**src/rtl/ni_config_arbiter.sv**
```systemverilog
// ni_config_arbiter
//   Shares one ni_config register bus between NUM_REQ requesters using a
//   round-robin grant. One transaction is in flight at a time:
//   IDLE (pick a requester and latch it), ACCESS (drive the slave),
//   RESP (one-cycle ack/err pulse to the granted requester).
//
//   Optional feature: define NI_CONFIG_ARB_TIMEOUT_EN to add a slave
//   watchdog that ends an ACCESS with err status after TIMEOUT_CYCLES
//   cycles without bus_ack/bus_err. Without it ACCESS waits indefinitely.
//
// Ports
//   clk, rst_n                 clock, asynchronous active-low reset
//   req_addr/req_data_in       NUM_REQ x 32-bit requester address / write data
//   req_we, req_en             per-requester write enable / request
//   req_data_out               NUM_REQ x 32-bit read data (valid with pulse)
//   req_ack, req_err           per-requester completion strobes
//   bus_addr/bus_we/bus_en/bus_data_in   shared slave request
//   bus_data_out/bus_ack/bus_err         shared slave response
module ni_config_arbiter #(
  parameter int NUM_REQ        = 2,
  parameter int TIMEOUT_CYCLES = 15
) (
  input  logic                   clk,
  input  logic                   rst_n,
  input  logic [NUM_REQ*32-1:0]  req_addr,
  input  logic [NUM_REQ-1:0]     req_we,
  input  logic [NUM_REQ-1:0]     req_en,
  input  logic [NUM_REQ*32-1:0]  req_data_in,
  output logic [NUM_REQ*32-1:0]  req_data_out,
  output logic [NUM_REQ-1:0]     req_ack,
  output logic [NUM_REQ-1:0]     req_err,
  output logic [31:0]            bus_addr,
  output logic                   bus_we,
  output logic                   bus_en,
  output logic [31:0]            bus_data_in,
  input  logic [31:0]            bus_data_out,
  input  logic                   bus_ack,
  input  logic                   bus_err
);

  localparam int GW = (NUM_REQ > 1) ? $clog2(NUM_REQ) : 1;

  localparam logic [1:0] IDLE   = 2'd0;
  localparam logic [1:0] ACCESS = 2'd1;
  localparam logic [1:0] RESP   = 2'd2;

  // Parameters outside their supported ranges elaborate into a marker block.
  if ((NUM_REQ < 1) || (NUM_REQ > 8) || (TIMEOUT_CYCLES < 1) || (TIMEOUT_CYCLES > 255)) begin : g_param_out_of_range
  end

  logic [1:0]    state;
  logic [GW-1:0] grant;
  logic [GW-1:0] last_grant;
  logic [31:0]   lat_addr;
  logic          lat_we;
  logic [31:0]   lat_data;
  logic [31:0]   resp_data;
  logic          resp_err;
`ifdef NI_CONFIG_ARB_TIMEOUT_EN
  logic [7:0]    wd_cnt;
`endif

  logic [GW-1:0] cand;
  logic [GW-1:0] pick;
  logic          found;
  logic [31:0]   pick_addr;
  logic          pick_we;
  logic [31:0]   pick_data;

  // Round-robin search: walk indices starting just after last_grant, wrapping.
  always_comb begin
    cand  = last_grant;
    pick  = last_grant;
    found = 1'b0;
    for (int k = 0; k < NUM_REQ; k++) begin
      cand = (cand == GW'(NUM_REQ - 1)) ? '0 : cand + 1'b1;
      if (!found && req_en[cand]) begin
        found = 1'b1;
        pick  = cand;
      end else begin
        found = found;
      end
    end
  end

  // Select the chosen requester's address, write enable and write data.
  always_comb begin
    pick_addr = 32'd0;
    pick_we   = 1'b0;
    pick_data = 32'd0;
    for (int i = 0; i < NUM_REQ; i++) begin
      if (pick == GW'(i)) begin
        pick_addr = req_addr[32*i +: 32];
        pick_we   = req_we[i];
        pick_data = req_data_in[32*i +: 32];
      end else begin
        pick_addr = pick_addr;
      end
    end
  end

  // Transaction FSM with request latch and response capture.
  always_ff @(posedge clk or negedge rst_n) begin
    if (!rst_n) begin
      state      <= IDLE;
      grant      <= '0;
      last_grant <= GW'(NUM_REQ - 1);
      lat_addr   <= 32'd0;
      lat_we     <= 1'b0;
      lat_data   <= 32'd0;
      resp_data  <= 32'd0;
      resp_err   <= 1'b0;
`ifdef NI_CONFIG_ARB_TIMEOUT_EN
      wd_cnt     <= 8'd0;
`endif
    end else begin
      case (state)
        IDLE: begin
          if (found) begin
            grant    <= pick;
            lat_addr <= pick_addr;
            lat_we   <= pick_we;
            lat_data <= pick_data;
            state    <= ACCESS;
`ifdef NI_CONFIG_ARB_TIMEOUT_EN
            wd_cnt   <= 8'd0;
`endif
          end else begin
            state <= IDLE;
          end
        end
        ACCESS: begin
          if (bus_ack || bus_err) begin
            // err dominates; a simultaneous ack+err returns zero data
            resp_err  <= bus_err;
            resp_data <= (bus_ack && bus_err) ? 32'd0 : bus_data_out;
            state     <= RESP;
          end
`ifdef NI_CONFIG_ARB_TIMEOUT_EN
          else if ((wd_cnt + 8'd1) >= 8'(TIMEOUT_CYCLES)) begin
            // this silent cycle brings the count to the limit
            resp_err  <= 1'b1;
            resp_data <= 32'd0;
            wd_cnt    <= wd_cnt + 8'd1;
            state     <= RESP;
          end else begin
            wd_cnt <= wd_cnt + 8'd1;
          end
`else
          else begin
            state <= ACCESS;
          end
`endif
        end
        RESP: begin
          last_grant <= grant;
          state      <= IDLE;
        end
        default: begin
          state <= IDLE;
        end
      endcase
    end
  end

  // Slave-side outputs are only non-zero while the access is in progress.
  always_comb begin
    bus_en      = (state == ACCESS);
    bus_we      = (state == ACCESS) ? lat_we   : 1'b0;
    bus_addr    = (state == ACCESS) ? lat_addr : 32'd0;
    bus_data_in = (state == ACCESS) ? lat_data : 32'd0;
  end

  // Response pulse and data go only to the granted slice during RESP.
  always_comb begin
    req_ack      = '0;
    req_err      = '0;
    req_data_out = '0;
    for (int i = 0; i < NUM_REQ; i++) begin
      if ((state == RESP) && (grant == GW'(i))) begin
        req_ack[i]              = !resp_err;
        req_err[i]              = resp_err;
        req_data_out[32*i +: 32] = resp_data;
      end else begin
        req_ack[i] = 1'b0;
      end
    end
  end

endmodule

```
**config.mk**
```make
export PLATFORM = sky130hd
export DESIGN_NAME = ni_config_arbiter
export DESIGN_NICKNAME = d
export VERILOG_FILES = /design/src/rtl/ni_config_arbiter.sv
export SDC_FILE = /design/constraint.sdc
export NUM_CORES = 1
export LEC_CHECK = 0
export ABC_AREA = 1
export ABC_CLOCK_PERIOD_IN_PS = 1300
export CORE_ASPECT_RATIO = 1.1
export CORE_MARGIN = 2
export CORE_UTILIZATION = 30
export DETAILED_ROUTE_END_ITERATION = 7
export PLACE_DENSITY = 0.67
export SETUP_SLACK_MARGIN = 0.2
export SLEW_MARGIN = 20
export SYNTH_ARGS = -nofsm -noshare
export SYNTH_HDL_FRONTEND = slang
export SYNTH_SLANG_ARGS = --single-unit
```
**constraint.sdc**
```tcl
create_clock -name clk -period 1.3 [get_ports clk]
set_clock_uncertainty 0.05 [all_clocks]
set_input_delay 0.13 -clock clk [delete_from_list [all_inputs] [get_ports clk]]
set_output_delay 0.13 -clock clk [all_outputs]
set_load 0.01 [all_outputs]
```
# Word-level counts from Yosys, hierarchy flattened
# Cells that the tools add are included.
# word_totals
reg_bits	102
word_cells	51
# op_classes
n_addsub	2
reduce_logical	10
n_eq_ne	2
muxes	26
n_lt_le_gt_ge	2
bitwise_logic	1
# op_table
operator	n
2-to-1 mux 32 bit	7
2-to-1 mux 1 bit	17
logical AND 1 bit	4
less-than comparator 1 x 2 -> 1 bit, second input constant	2
case mux 2 bit (2 select lines)	1
AND reduction 2 bit	2
adder 1 bit, second input constant	2
== test 2 x 1 -> 1 bit, second input constant	1
== test 2 bit, second input constant	1
logical NOT 1 bit	2
logical NOT 2 bit	1
2-to-1 mux 2 bit	1
logical OR 1 bit	1
NOT 1 bit	1

# Longest topological paths before layout
# Gate-level depths: netlist (run 1).
# logic_depth
depth_word	10
mapped_depth	8

# Least setup slack after synthesis (run 1)
# OpenSTA, ideal clock, no wires.
# synth_timing
path_type	reg-to-reg
startpoint	register last_grant
endpoint	register lat_data[10]
setup_time_ps	117
path_buffers	2
slack_ps	-20
required_time_ps	1133
path_stages_with_launch	8
arrival_ps	1153
period_less_slack_ps	1320
cell_sequence	dfstp_2 > inv_1 > nand2_1 > buf_2 > buf_2 > nand3b_1 > nand3_1 > nand2_1
# synth_between
elab_chain_len	9
elab_cells_between_ends	16
# synth_lines
item	line	source
start, declared	53	logic [GW-1:0] last_grant;
start signal, assigned	107	last_grant <= GW'(NUM_REQ - 1);
start signal, assigned	156	last_grant <= grant;
adder 1 bit	76	cand = (cand == GW'(NUM_REQ - 1)) ? '0 : cand + 1'b1;
2-to-1 mux 1 bit	76	
adder 1 bit or 2-to-1 mux 1 bit (tied branches)	76, 77	
2-to-1 mux 1 bit, on equally long branches	76, 77	
2-to-1 mux 1 bit (implied by the code)	77	if (!found && req_en[cand]) begin
2-to-1 mux 1 bit (implied by the code) or logical NOT 1 bit (tied branches)	77	
logical AND 1 bit	77	
2-to-1 mux 1 bit	77	
2-to-1 mux 32 bit or AND reduction 2 bit (tied branches)	-	
end signal, assigned	123	lat_data <= pick_data;
end, declared	56	logic [31:0] lat_data;
# Several ways; a longest one is shown, not always the timed one. The select of a mux whose other input is x is not followed.
# A chain may end at the register's enable or synchronous reset.

# Final worst setup path (run 1)
# layout_timing
startpoint	register state[0]
endpoint	output port req_data_out[15]
# layout_between
elab_chain_len	3
# layout_lines
item	line	source
start, declared	51	logic [1:0] state;
start signal, assigned	105	state <= IDLE;
start signal, assigned	124	state <= ACCESS;
start signal, assigned	129	state <= IDLE;
== test 2 bit	180	if ((state == RESP) && (grant == GW'(i))) begin
logical AND 1 bit	180	
2-to-1 mux 32 bit	180	
end, declared	29	output logic [NUM_REQ*32-1:0] req_data_out,
# No other way between the ends.

==> results.txt, run 1 <==
The die boundary height is 154 um. Clock latency on the worst-skew pair, taken at its later pin, is 0.35 ns. STA puts the critical path data required time at between 1 and 1.5 ns. The via density per instance came out at 4.91. The mean instance size in the synthesized netlist came out at a little under 7 um^2. The number of antenna violations at the first check in global routing came out at 0. The floorplan has 54 rows. The worst setup path is captured at an output pin. The run finished, with violations left. The overall fraction of global-route tracks in use came out at a little over a fifth. TritonCTS built the clock tree.

The final hold violation count came to 0. The filler cells instantiated in the layout total 1609. The average routed wire per standard cell came out at 18.6 um.

The sum of internal, switching and leakage power came out at 0.0279 W. The max-capacitance violation count came out at 0. Yosys printed 0 warnings. The detailed router finished its first iteration with 469 violations. The buffer and inverter count on the worst path came out at 3. The clock tree synthesis step divided the H-tree into 3 levels.

The finished cells cover 12800 um^2. The leftover overflow at the end of global routing is 0. The fraction of the core area covered by cells at the end of the flow is 64.4%. The final routed DRC violation total came out at 0.

The clock buffer count from CTS is 9. Entering global routing, the biggest net connects 47 pins. Setup repair after global routing could not meet its margin everywhere. The power density normalized to cell area is 2170 nW/um^2.

The kind of start point of the critical path is a register. The final period demand of the worst path came out at 1.79 ns. The cell area that synthesis handed to floorplanning was slightly above 6000 um^2. The repair_antennas step left the layout with diodes totalling 0.

The category of the critical setup timing path is reg -> out. Setup total negative slack on the finished layout was measured at -89.04 ns. Measured against its own limit, the worst slew margin works out to 77.6%.

The worst hold path class is in -> async. The routed layout has 7457 vias. The antenna violation net count after detailed routing came out at 0. The number of different library cells in the post-synthesis netlist came out at 17. The largest stage delay on the critical path is 0.42 ns. The net count after synthesis came out at 1052.

Summed over all nets, the half-perimeter wirelength after detailed placement is 16.0 mm. For this design the top-level I/O count stands at 302. The largest driver fanout on the critical path is 8. The clock net sink count is 102. Clock-pin slew was measured on the worst setup and hold paths at 0.08 ns. The cell class contributing the biggest share of worst-path delay is buffers and inverters.

Sequential cells were found to cover 41.6% of the synthesized design area. The number of failing setup endpoints in the final timing report came out at 236. The number of pins with negative max-slew slack in the final report came out at 0. In this run the static leakage power is 6.08 nW. The fraction of the cycle the final worst path needs is 138%. The flip-flop and latch count after synthesis is 102. The most common cell after layout, fill and taps aside is sky130_fd_sc_hd__inv_1. In this run the horizontal extent of the chip is 140 um. The area overhead of the layout relative to synthesis is 109%. The die outline area came out at 21600 um^2. In the layout the commonest cells are 168 x sky130_fd_sc_hd__inv_1, 166 x sky130_fd_sc_hd__clkdlybuf4s50_1, 129 x sky130_fd_sc_hd__buf_6.

The number of global-route vias before repair is approximately 6900. The first global-routing pass estimated approximately 37 mm of wire. The starting density of the core is 30.8%. The minimum hold slack is 0.158 ns.

The slowest library cell on the worst path is sky130_fd_sc_hd__dfrtp_1. The count of input and output buffers is 301. In this run the clock root is driven by a sky130_fd_sc_hd__clkbuf_16.

The count of mapped cells out of synthesis came out at between 800 and 900. The placer congestion estimate came out at 0.810. Traced cell by cell, the critical path runs through nor2_4 -> nand2_4 -> buf_16 -> buf_4 -> nor2_4 -> buf_6. The detailed-routing iteration count for the pre-antenna-repair pass is 6.

After detailed routing, the total wire length is 28.3 mm. The checks that failed: negative setup slack. The worst ir drop on vdd came out at 0.924 mV.

The core region area is 19900 um^2. The number of nets in the final layout is around 1400. The worst path arrival time came out at 1.61 ns.

The fraction of layout cells with a size suffix above 1 is 41.5%. The post-place instance area came out at a little over 10000 um^2. The slew at the pin with the worst max-slew slack came out at 0.335 ns. The buffer depth of the longest clock path is 2. The post-route worst setup slack is -0.493 ns. Based on the critical path, the design can be clocked at up to ~0.56 GHz. The most repeated library cell on the critical path is sky130_fd_sc_hd__nor2_4.
## through the flow
stage	cells	worst slack, ns
global route	1518	-0.539
finish	1518	-0.493
CTS	1450	-0.529
floorplan	884	0.0731
detailed placement	1417	-0.497
global placement	1417	-0.488
## registers in the layout (all words and copies together), names as in the netlist
register    cells
lat_addr       32
lat_data       32
resp_data      32
state           2
grant           1
last_grant      1
lat_we          1
resp_err        1
## worst paths after layout
kind / start / endpoint / slack, ns / cells after the start
min in group clk: bus_data_out[12] / resp_data[12] / 0.30 / 3
setup reg to reg: state[1] / resp_data[27] / -0.43 / 9
setup / recovery: state[0] / req_data_out[15] / -0.49 / 6
hold / removal: rst_n / lat_data[0] / 0.16 / 2
max in group asynchronous: rst_n / lat_data[20] / 0.46 / 3
hold reg to reg: lat_addr[4] / lat_addr[4] / 0.42 / 2
## layout make-up
type | instances | area, um^2 | area share, %
Clock buffer | 9 | 225 | 1.75
Clock inverter | 7 | 103 | 0.799
Inverter | 173 | 671 | 5.22
Multi-Input combinational cell | 543 | 3940 | 30.7
Sequential cell | 102 | 2550 | 19.9
Tap cell | 252 | 315 | 2.46
Timing Repair Buffer | 431 | 5020 | 39.1
Timing Repair inverter | 1 | 8.76 | 0.0682
## kinds of logic after synthesis
family | Yosys count | share of synthesized area (%)
AOI/OAI and AO/OA | 37 | 3.08
buffers and inverters | 240 | 16.3
DFF | 102 | 41.6
and+or+nand+nor | 505 | 39.0
## power by group
| part | switching [W] | internal, W |
|---|---|---|
| registers | 0.000848 | 0.00472 |
| logic | 0.00989 | 0.00938 |
| clock network | 0.00133 | 0.00171 |
| total | 0.0121 | 0.0158 |
## per-layer routing
layer,share of wire [%],wire length [um],vias to the layer above,global-route usage [%]
met4,3.7,1040,0,9.19
met1,41,11500,3597,27.8
met3,4.8,1350,64,3.33
li1,-,-,3518,-
met5,0,0,-,0
met2,51,14400,278,36.3
## worst register-to-register path: stages, from the launching register on
cell and delay [ns]:
sky130_fd_sc_hd__dfrtp_1 0.37, sky130_fd_sc_hd__inv_2 0.10, sky130_fd_sc_hd__buf_12 0.14, sky130_fd_sc_hd__nand2_8 0.13
sky130_fd_sc_hd__buf_12 0.18, sky130_fd_sc_hd__buf_6 0.12, sky130_fd_sc_hd__a21oi_4 0.15, sky130_fd_sc_hd__buf_12 0.15
sky130_fd_sc_hd__clkbuf_16 0.18, sky130_fd_sc_hd__o21ai_2 0.06
## Yosys cell counts
library cell	instances	share of area, %
sky130_fd_sc_hd__inv_1	169	10
sky130_fd_sc_hd__nand2_1	141	8.6
sky130_fd_sc_hd__nor2_1	135	8.3
sky130_fd_sc_hd__nand3_1	131	11
sky130_fd_sc_hd__dfrtp_1	101	41
sky130_fd_sc_hd__nand3b_1	65	8.0
sky130_fd_sc_hd__buf_2	47	3.8
sky130_fd_sc_hd__nand4_1	32	3.3
sky130_fd_sc_hd__o21ai_0	28	2.3
sky130_fd_sc_hd__clkbuf_1	10	0.61
sky130_fd_sc_hd__buf_4	9	1.1
sky130_fd_sc_hd__o21ai_1	8	0.65
sky130_fd_sc_hd__inv_2	4	0.24
sky130_fd_sc_hd__a21oi_2	1	0.14
sky130_fd_sc_hd__buf_6	1	0.18
sky130_fd_sc_hd__dfstp_2	1	0.43
sky130_fd_sc_hd__nor2_4	1	0.18
## what timing repair did
item                                    CTS  global route
endpoints found under the hold margin   101             0
gates resized for setup                 504           422
setup buffers                            11            35
gates cloned                              5            33
pin swaps                                 4            70
hold buffers                              1             0
endpoints found under the setup margin  236           236
(Power assumes the default switching activity.)
==> run 2: changes to the inputs <==
--- a/config.mk
+++ b/config.mk
@@ -13,6 +13,7 @@
 export DETAILED_ROUTE_END_ITERATION = 7
 export PLACE_DENSITY = 0.67
 export SETUP_SLACK_MARGIN = 0.2
+export SKIP_LAST_GASP = 1
 export SLEW_MARGIN = 20
 export SYNTH_ARGS = -nofsm -noshare
 export SYNTH_HDL_FRONTEND = slang
==> run 2 against run 1 <==
  * The run still ends with negative setup slack left
  * Clock-buffer cell count unchanged
  * Largest power group unchanged
  * Die area unchanged
  * Fmax up 0.84%
  * Sequential power down 2%
  * Clock power about the same
  * Setup slack better by 0.015 ns
  * Routed wire length down 2.8%
  * Via count down 2.3%
  * Sequential cell count unchanged
  * Critical path depth unchanged
  * Cell count down 0.86%
  * Largest cell class unchanged
==> results.txt, run 2 (synthesized netlist as in run 1, its figures left out) <==
The run finished, with violations left. The final reports fail on negative setup slack. The die outline area is 21600 um^2 (unchanged). The required time of the worst setup path came out at 1.12 ns (about the same).

The number of placed cells counting well taps is 1417 (unchanged). The largest net degree at the start of global routing came out at 47 (unchanged). The antenna violation net count after detailed routing came out at 0 (unchanged). The leftover overflow at the end of global routing was 0 (unchanged).

The overall fraction of global-route tracks in use came out at 21.7% (about the same). The maximum clock frequency is 0.562 GHz (+0.84%). The number of antenna violations at the first check in global routing came out at 0 (unchanged). The relative slew slack is 73.5% (-4.1 points). The post-route worst setup slack came out at -0.478 ns (+0.0150 ns). The max-capacitance violation count is 0 (unchanged). The cell at the root of the clock tree is sky130_fd_sc_hd__clkbuf_16. The total wirelength of the detailed-routed design is 27.5 mm (-2.8%).

The die boundary height came out at 154 um (unchanged). The worst hold path belongs to the class in -> async. The clock transition at the register clock pins on the worst setup and hold paths after CTS is 0.07 ns (about the same). The number of nets in the final layout is 1416 (-0.91%). The count of non-filler cells in the finished layout came out at 1505 (-0.86%). The placer congestion estimate is 0.810 (unchanged). The detailed-routing iteration count for the pre-antenna-repair pass came to 5 (-1). The average routed wire per standard cell is 18.3 um (-2.0%). The worst setup path is captured at an output pin. The largest driver fanout on the critical path came out at 8 (unchanged). The net switching power is 0.0113 W (-6.6%). The internal power contribution came out at 0.0148 W (-6.3%). The clock buffer count from CTS came out at 9 (unchanged). The starting density of the core came out at 30.8% (unchanged). The clock net sink count is 102 (unchanged). In the final layout, the registers with the most flip-flops are lat_addr: 32 flops, lat_data: 32 flops, resp_data: 32 flops. The CTS tree is done.

The final cell area excluding filler cells is 12300 um^2 (-4.4%). The H-tree level count was 3 (unchanged). The number of pins with negative max-slew slack in the final report was 0 (unchanged).

The slew at the pin with the worst max-slew slack is 0.397 ns (+0.0620 ns). The kind of start point of the critical path is a register. The sequential power share came out at 20.9% (+0.9 points).

The number of global-route vias before repair came out at 6911 (+0.58%). The worst ir drop on vdd is 0.870 mV (-5.8%). The post-detailed-placement half-perimeter wirelength came to 16.0 mm (unchanged). The minimum hold slack is 0.163 ns (+0.00433 ns).

The critical path is of the reg -> out type. Setup repair after global routing could not meet its margin everywhere. The count of routing violations after the opening detailed-route iteration was 455 (-3.0%).

The via density per instance is 4.84 (-1.5%). The latest clock arrival within the worst-skew pair came to 0.35 ns (about the same). The combinational share of power is 67.6% (-1.5 points).

The area overhead of the layout relative to synthesis came out at 100%. The fraction of the cycle the final worst path needs came out at 137% (-1.2 points). The power share of the clock group is 11.6% (+0.7 points). The reported leakage power came out at 5.84 nW (-3.9%). The buffer depth of the longest clock path was 2 (unchanged). The number of failing setup endpoints in the final timing report is 236 (unchanged). The first-pass GRT wire length came out at 37.3 mm (about the same).

Leaving out fill and tap cells, the most frequent cell in the layout is sky130_fd_sc_hd__inv_1. In the layout the commonest cells are 168 x sky130_fd_sc_hd__inv_1, 166 x sky130_fd_sc_hd__clkdlybuf4s50_1, 122 x sky130_fd_sc_hd__nand2_1. The post-place instance area is 10300 um^2 (unchanged). The final period demand of the worst path is 1.78 ns (-0.0150 ns). The number of vias after detailed routing came out at 7284 (-2.3%). The number of antenna repair diodes was 0 (unchanged). The core region area is 19900 um^2 (unchanged).

The x dimension of the die is 140 um (unchanged). The switching part of the total power came out at 43.2% (-0.096 points). The placement row count came to 54 (unchanged). The number of top-level design ports came out at 302 (unchanged). The final routed DRC violation total is 0 (unchanged). The count of input and output buffers came out at 301 (unchanged). The power density normalized to cell area was 2130 nW/um^2 (-2.1%).

The final hold violation count is 0 (unchanged). The worst path arrival time came out at 1.60 ns (about the same). The fraction of layout cells with a size suffix above 1 is 36.5% (-5.1 points).
[run 2: cell count changes in the layout (fill, tap and decap cells not counted), moves of 11 or more]
| cell | delta |
|---|---|
| sky130_fd_sc_hd__nand2_2 | -26 |
| sky130_fd_sc_hd__buf_4 | +11 |
| sky130_fd_sc_hd__clkdlybuf4s15_2 | +15 |
| sky130_fd_sc_hd__nand3_1 | +14 |
| sky130_fd_sc_hd__buf_6 | -36 |
| sky130_fd_sc_hd__nand3_2 | -13 |
| sky130_fd_sc_hd__nand2_1 | +34 |
[run 2: area by class of cell]
type | count | area, um^2
inverters | 173 | 664
repair buffers | 418 | 4720
clock inverters | 7 | 103
repair inverters | 1 | 6.26
clock buffers | 9 | 225
multi-input cells | 543 | 3680
well taps | 252 | 315
fillers | 1690 | 7660
flip-flops and latches | 102 | 2550
[run 2: worst paths after layout]
path,from,end,slack (ns),cells after the start
min in group clk,bus_data_out[12],resp_data[12],0.30,3
worst min-delay path,rst_n,lat_data[0],0.16,2
max in group asynchronous,rst_n,lat_data[26],0.45,3
worst max register to register,state[1],lat_data[20],-0.41,9
worst min register to register,lat_data[0],lat_data[0],0.42,2
worst max-delay path,state[0],req_data_out[23],-0.48,6
[run 2: metal layers]
layer / wire [um] / part of all wire (%) / GRT usage, % / vias up
met2: 13800 / 50 / 36.4 / 268
met3: 1340 / 4.9 / 3.18 / 55
met4: 911 / 3.3 / 9.52 / 0
met5: 0 / 0 / 0 / -
li1: - / - / - / 3491
met1: 11400 / 42 / 27.8 / 3470
[run 2: worst max-delay path, cell delays in order, from the launching register on]
cell                      delay, ns
sky130_fd_sc_hd__dfrtp_1       0.42
sky130_fd_sc_hd__nor2_4        0.17
sky130_fd_sc_hd__nand2_4       0.15
sky130_fd_sc_hd__buf_16        0.18
sky130_fd_sc_hd__buf_4         0.14
sky130_fd_sc_hd__nor2_4        0.08
sky130_fd_sc_hd__buf_6         0.10
[run 2: what timing repair did]
action / 4_1_cts / 5_1_grt
pin swaps: 4 / 37
setup endpoints to repair: 236 / 236
hold buffers: 1 / 0
resized for setup: 370 / 413
setup buffers: 11 / 25
endpoints found under the hold margin: 101 / 0
cloned: 5 / 30
[run 2: through the flow]
step | util (%) | setup TNS (ns) | setup WS (ns) | total power, W
floorplan | - | 0 | 0.0731 | 0.0130
global placement | 51.8 | -73.81 | -0.488 | 0.0173
detailed placement | 51.8 | -76.48 | -0.497 | 0.0175
CTS | 55.1 | -83.65 | -0.540 | 0.0211
global route | 61.6 | -102.26 | -0.539 | 0.0278
finish | 61.6 | -85.94 | -0.478 | 0.0261
[run 2: power groups by stage]
stage                     Combinational (W)  Sequential [W]  Clock (W)
after floorplan                     0.00769         0.00528          0
after global placement               0.0120         0.00538          0
after detailed placement             0.0121         0.00542          0
after CTS                            0.0126         0.00538    0.00312
after global routing                 0.0189         0.00562    0.00324
final                                0.0176         0.00544    0.00302
==> run 3: changes to the inputs <==
--- a/config.mk
+++ b/config.mk
@@ -11,6 +11,7 @@
 export CORE_MARGIN = 2
 export CORE_UTILIZATION = 30
 export DETAILED_ROUTE_END_ITERATION = 7
+export MAX_ROUTING_LAYER = met4
 export PLACE_DENSITY = 0.67
 export SETUP_SLACK_MARGIN = 0.2
 export SKIP_LAST_GASP = 1
==> run 3 against run 2 <==
  * Sequential cell count is the same
  * Sequential share of layout area shrank 0.17 points
  * Combinational power is essentially flat
  * Largest cell class unchanged
  * Critical endpoint unchanged
  * Sequential power grew 0.7%
  * Setup slack lost 0.0048 ns
  * Clock power is essentially flat
  * Routed wire length is essentially flat
  * Worst hold slack lost 0.00076 ns
  * The run still ends with negative setup slack left
  * Clock-buffer cell count is the same
  * Total power grew 0.92%
==> results.txt, run 3 (synthesized netlist as in run 1, its figures left out) <==
The flow ran to the end, but the final reports show violations. The checks that failed: negative setup slack. The category of the critical setup timing path is reg -> out. The post-place instance area came to 10300 um^2 (unchanged). The largest net degree at the start of global routing came to 47 (unchanged). The number of nets in the final layout came out at 1418 (+0.14%). The number of pins with negative max-slew slack in the final report is 0 (unchanged).

The die outline area came out at 21600 um^2 (unchanged). Setup repair after global routing could not meet its margin everywhere. The post-detailed-placement half-perimeter wirelength is 16.0 mm (unchanged).

The slowest library cell on the worst path is sky130_fd_sc_hd__dfrtp_1. The number of vias after detailed routing came out at 7311 (+0.37%). The library cells used most frequently in the layout, excluding fill and tap cells, are 168 x sky130_fd_sc_hd__inv_1, 166 x sky130_fd_sc_hd__clkdlybuf4s50_1, 116 x sky130_fd_sc_hd__nand2_1. The largest stage delay on the critical path is 0.42 ns (about the same).

The clock transition at the register clock pins on the worst setup and hold paths after CTS came out at 0.07 ns (about the same). The placer congestion estimate is 0.822 (+1.5%). The worst ir drop on vdd came out at 0.910 mV (+4.5%). The number of antenna violations at the first check in global routing came to 0 (unchanged). The number of global-route vias before repair came out at 6903 (-0.12%). The relative slew slack came to 72.6% (-0.91 points). The die boundary height came out at 154 um (unchanged). The largest driver fanout on the critical path came out at 8 (unchanged). The count of input and output buffers came out at 301 (unchanged).

The required time of the worst setup path came to 1.12 ns (about the same). The placement row count is 54 (unchanged). The number of failing setup endpoints in the final timing report came out at 236 (unchanged).

The count of routing violations after the opening detailed-route iteration came out at 456 (+0.22%). The H-tree level count is 3 (unchanged). The detailed-routing iteration count for the pre-antenna-repair pass was 5 (unchanged). The final cell area excluding filler cells came out at 12400 um^2 (+0.84%). On the critical path the largest part of the delay comes from buffers and inverters.

The clock buffer count from CTS came out at 9 (unchanged). The average routed wire per standard cell came to 18.2 um (about the same). The post-route worst setup slack is -0.483 ns (-0.00484 ns). The overall fraction of global-route tracks in use came out at 22.3% (+0.59 points). The final routed DRC violation total came out at 0 (unchanged). The buffer and inverter count on the worst path is 3 (unchanged).

The worst hold path class is in -> async. The power density normalized to cell area came out at 2130 nW/um^2 (about the same). TritonCTS built the clock tree. The x dimension of the die is 140 um (unchanged). The worst setup path is captured at an output pin. The via density per instance came out at 4.85 (+0.24%). In the final layout, the registers with the most flip-flops are lat_addr: 32 flops, lat_data: 32 flops, resp_data: 32 flops. The fraction of layout cells with a size suffix above 1 is 37.6% (+1.1 points). The first-pass GRT wire length came out at 37.2 mm (-0.33%). Traced cell by cell, the critical path runs through nor2_4 -> nand2_4 -> buf_16 -> buf_4 -> nor2_4 -> buf_6.

The final hold violation count came out at 0 (unchanged). Leaving out fill and tap cells, the most frequent cell in the layout is sky130_fd_sc_hd__inv_1. The number of placed cells counting well taps is 1417 (unchanged). The reported leakage power is 5.90 nW (+0.93%). The worst path arrival time came out at 1.60 ns (about the same). The latest clock arrival within the worst-skew pair is 0.35 ns (about the same). The antenna violation net count after detailed routing came to 0 (unchanged). The core region area came out at 19900 um^2 (unchanged). The leftover overflow at the end of global routing is 0 (unchanged). The max-capacitance violation count came to 0 (unchanged).

In this design, the critical path's most frequently occurring cell is sky130_fd_sc_hd__nor2_4. The number of antenna repair diodes is 0 (unchanged). The final period demand of the worst path is 1.78 ns (+0.00484 ns). STA classifies the critical path startpoint as a register. The maximum clock frequency came out at 0.561 GHz (-0.27%). The total wirelength of the detailed-routed design came out at 27.5 mm (about the same).

The number of top-level design ports came out at 302 (unchanged). The starting density of the core is 30.8% (unchanged). Clock tree synthesis selected as its root buffer the cell sky130_fd_sc_hd__clkbuf_16.

The slew at the pin with the worst max-slew slack is 0.410 ns (+0.0136 ns). The fraction of the cycle the final worst path needs is 137% (+0.37 points). The area overhead of the layout relative to synthesis came out at 102%. The count of non-filler cells in the finished layout came out at 1507 (+0.13%).

The buffer depth of the longest clock path is 2 (unchanged). The clock net sink count is 102 (unchanged).
-- run 3: final timing paths --
kind | endpoint | slack [ns] | startpoint | cells past startpoint
worst max-delay path | req_data_out[23] | -0.48 | state[0] | 6
worst min-delay path | lat_data[0] | 0.16 | rst_n | 2
worst max register to register | lat_addr[7] | -0.42 | state[1] | 9
worst min register to register | lat_data[0] | 0.42 | lat_data[0] | 2
max in group asynchronous | lat_data[26] | 0.45 | rst_n | 3
min in group clk | resp_data[12] | 0.30 | bus_data_out[12] | 3
-- run 3: timing repair --
item	4_1_cts	5_1_grt
hold buffers	1	0
setup endpoints to repair	236	236
gates cloned	5	32
endpoints found under the hold margin	101	0
gates resized for setup	370	442
pin swaps	4	51
buffers inserted	11	25
-- run 3: per-stage QoR --
step           TNS (ns)  setup WS (ns)  total power, W  util, %  hold WS [ns]
4_1_cts          -83.65         -0.540          0.0211     55.1         0.146
6_report         -87.22         -0.483          0.0263     62.1         0.162
3_5_place_dp     -76.48         -0.497          0.0175     51.8       -0.0103
5_1_grt         -102.54         -0.539          0.0279     62.1         0.168
3_3_place_gp     -73.81         -0.488          0.0173     51.8      -0.00928
2_1_floorplan         0         0.0731          0.0130        -        -0.216
-- run 3: layer usage --
| metal | global-route usage (%) | share of wire [%] | wire, um |
|---|---|---|---|
| met5 | - | 0 | 0 |
| met3 | 2.71 | 5.3 | 1450 |
| met1 | 27.9 | 41 | 11200 |
| met2 | 36.4 | 50 | 13800 |
| met4 | 9.52 | 3.7 | 1020 |
-- run 3: area by class of cell --
cell class	count	area (um^2)
clock buffer	9	225
clock inverter	7	103
fill	1672	7560
inverter	173	664
multi-input combinational	543	3750
sequential	102	2550
tap	252	315
timing repair buffer	420	4760
timing repair inverter	1	6.26
-- run 3: report_power, final --
group / leakage [nW] / switching [W] / total, W / internal [W]
sequential: 1.26 / 0.000761 / 0.00548 / 0.00472
clock: 0.157 / 0.00133 / 0.00304 / 0.00171
combinational: 4.48 / 0.00933 / 0.0178 / 0.00849
total: 5.90 / 0.0114 / 0.0263 / 0.0149
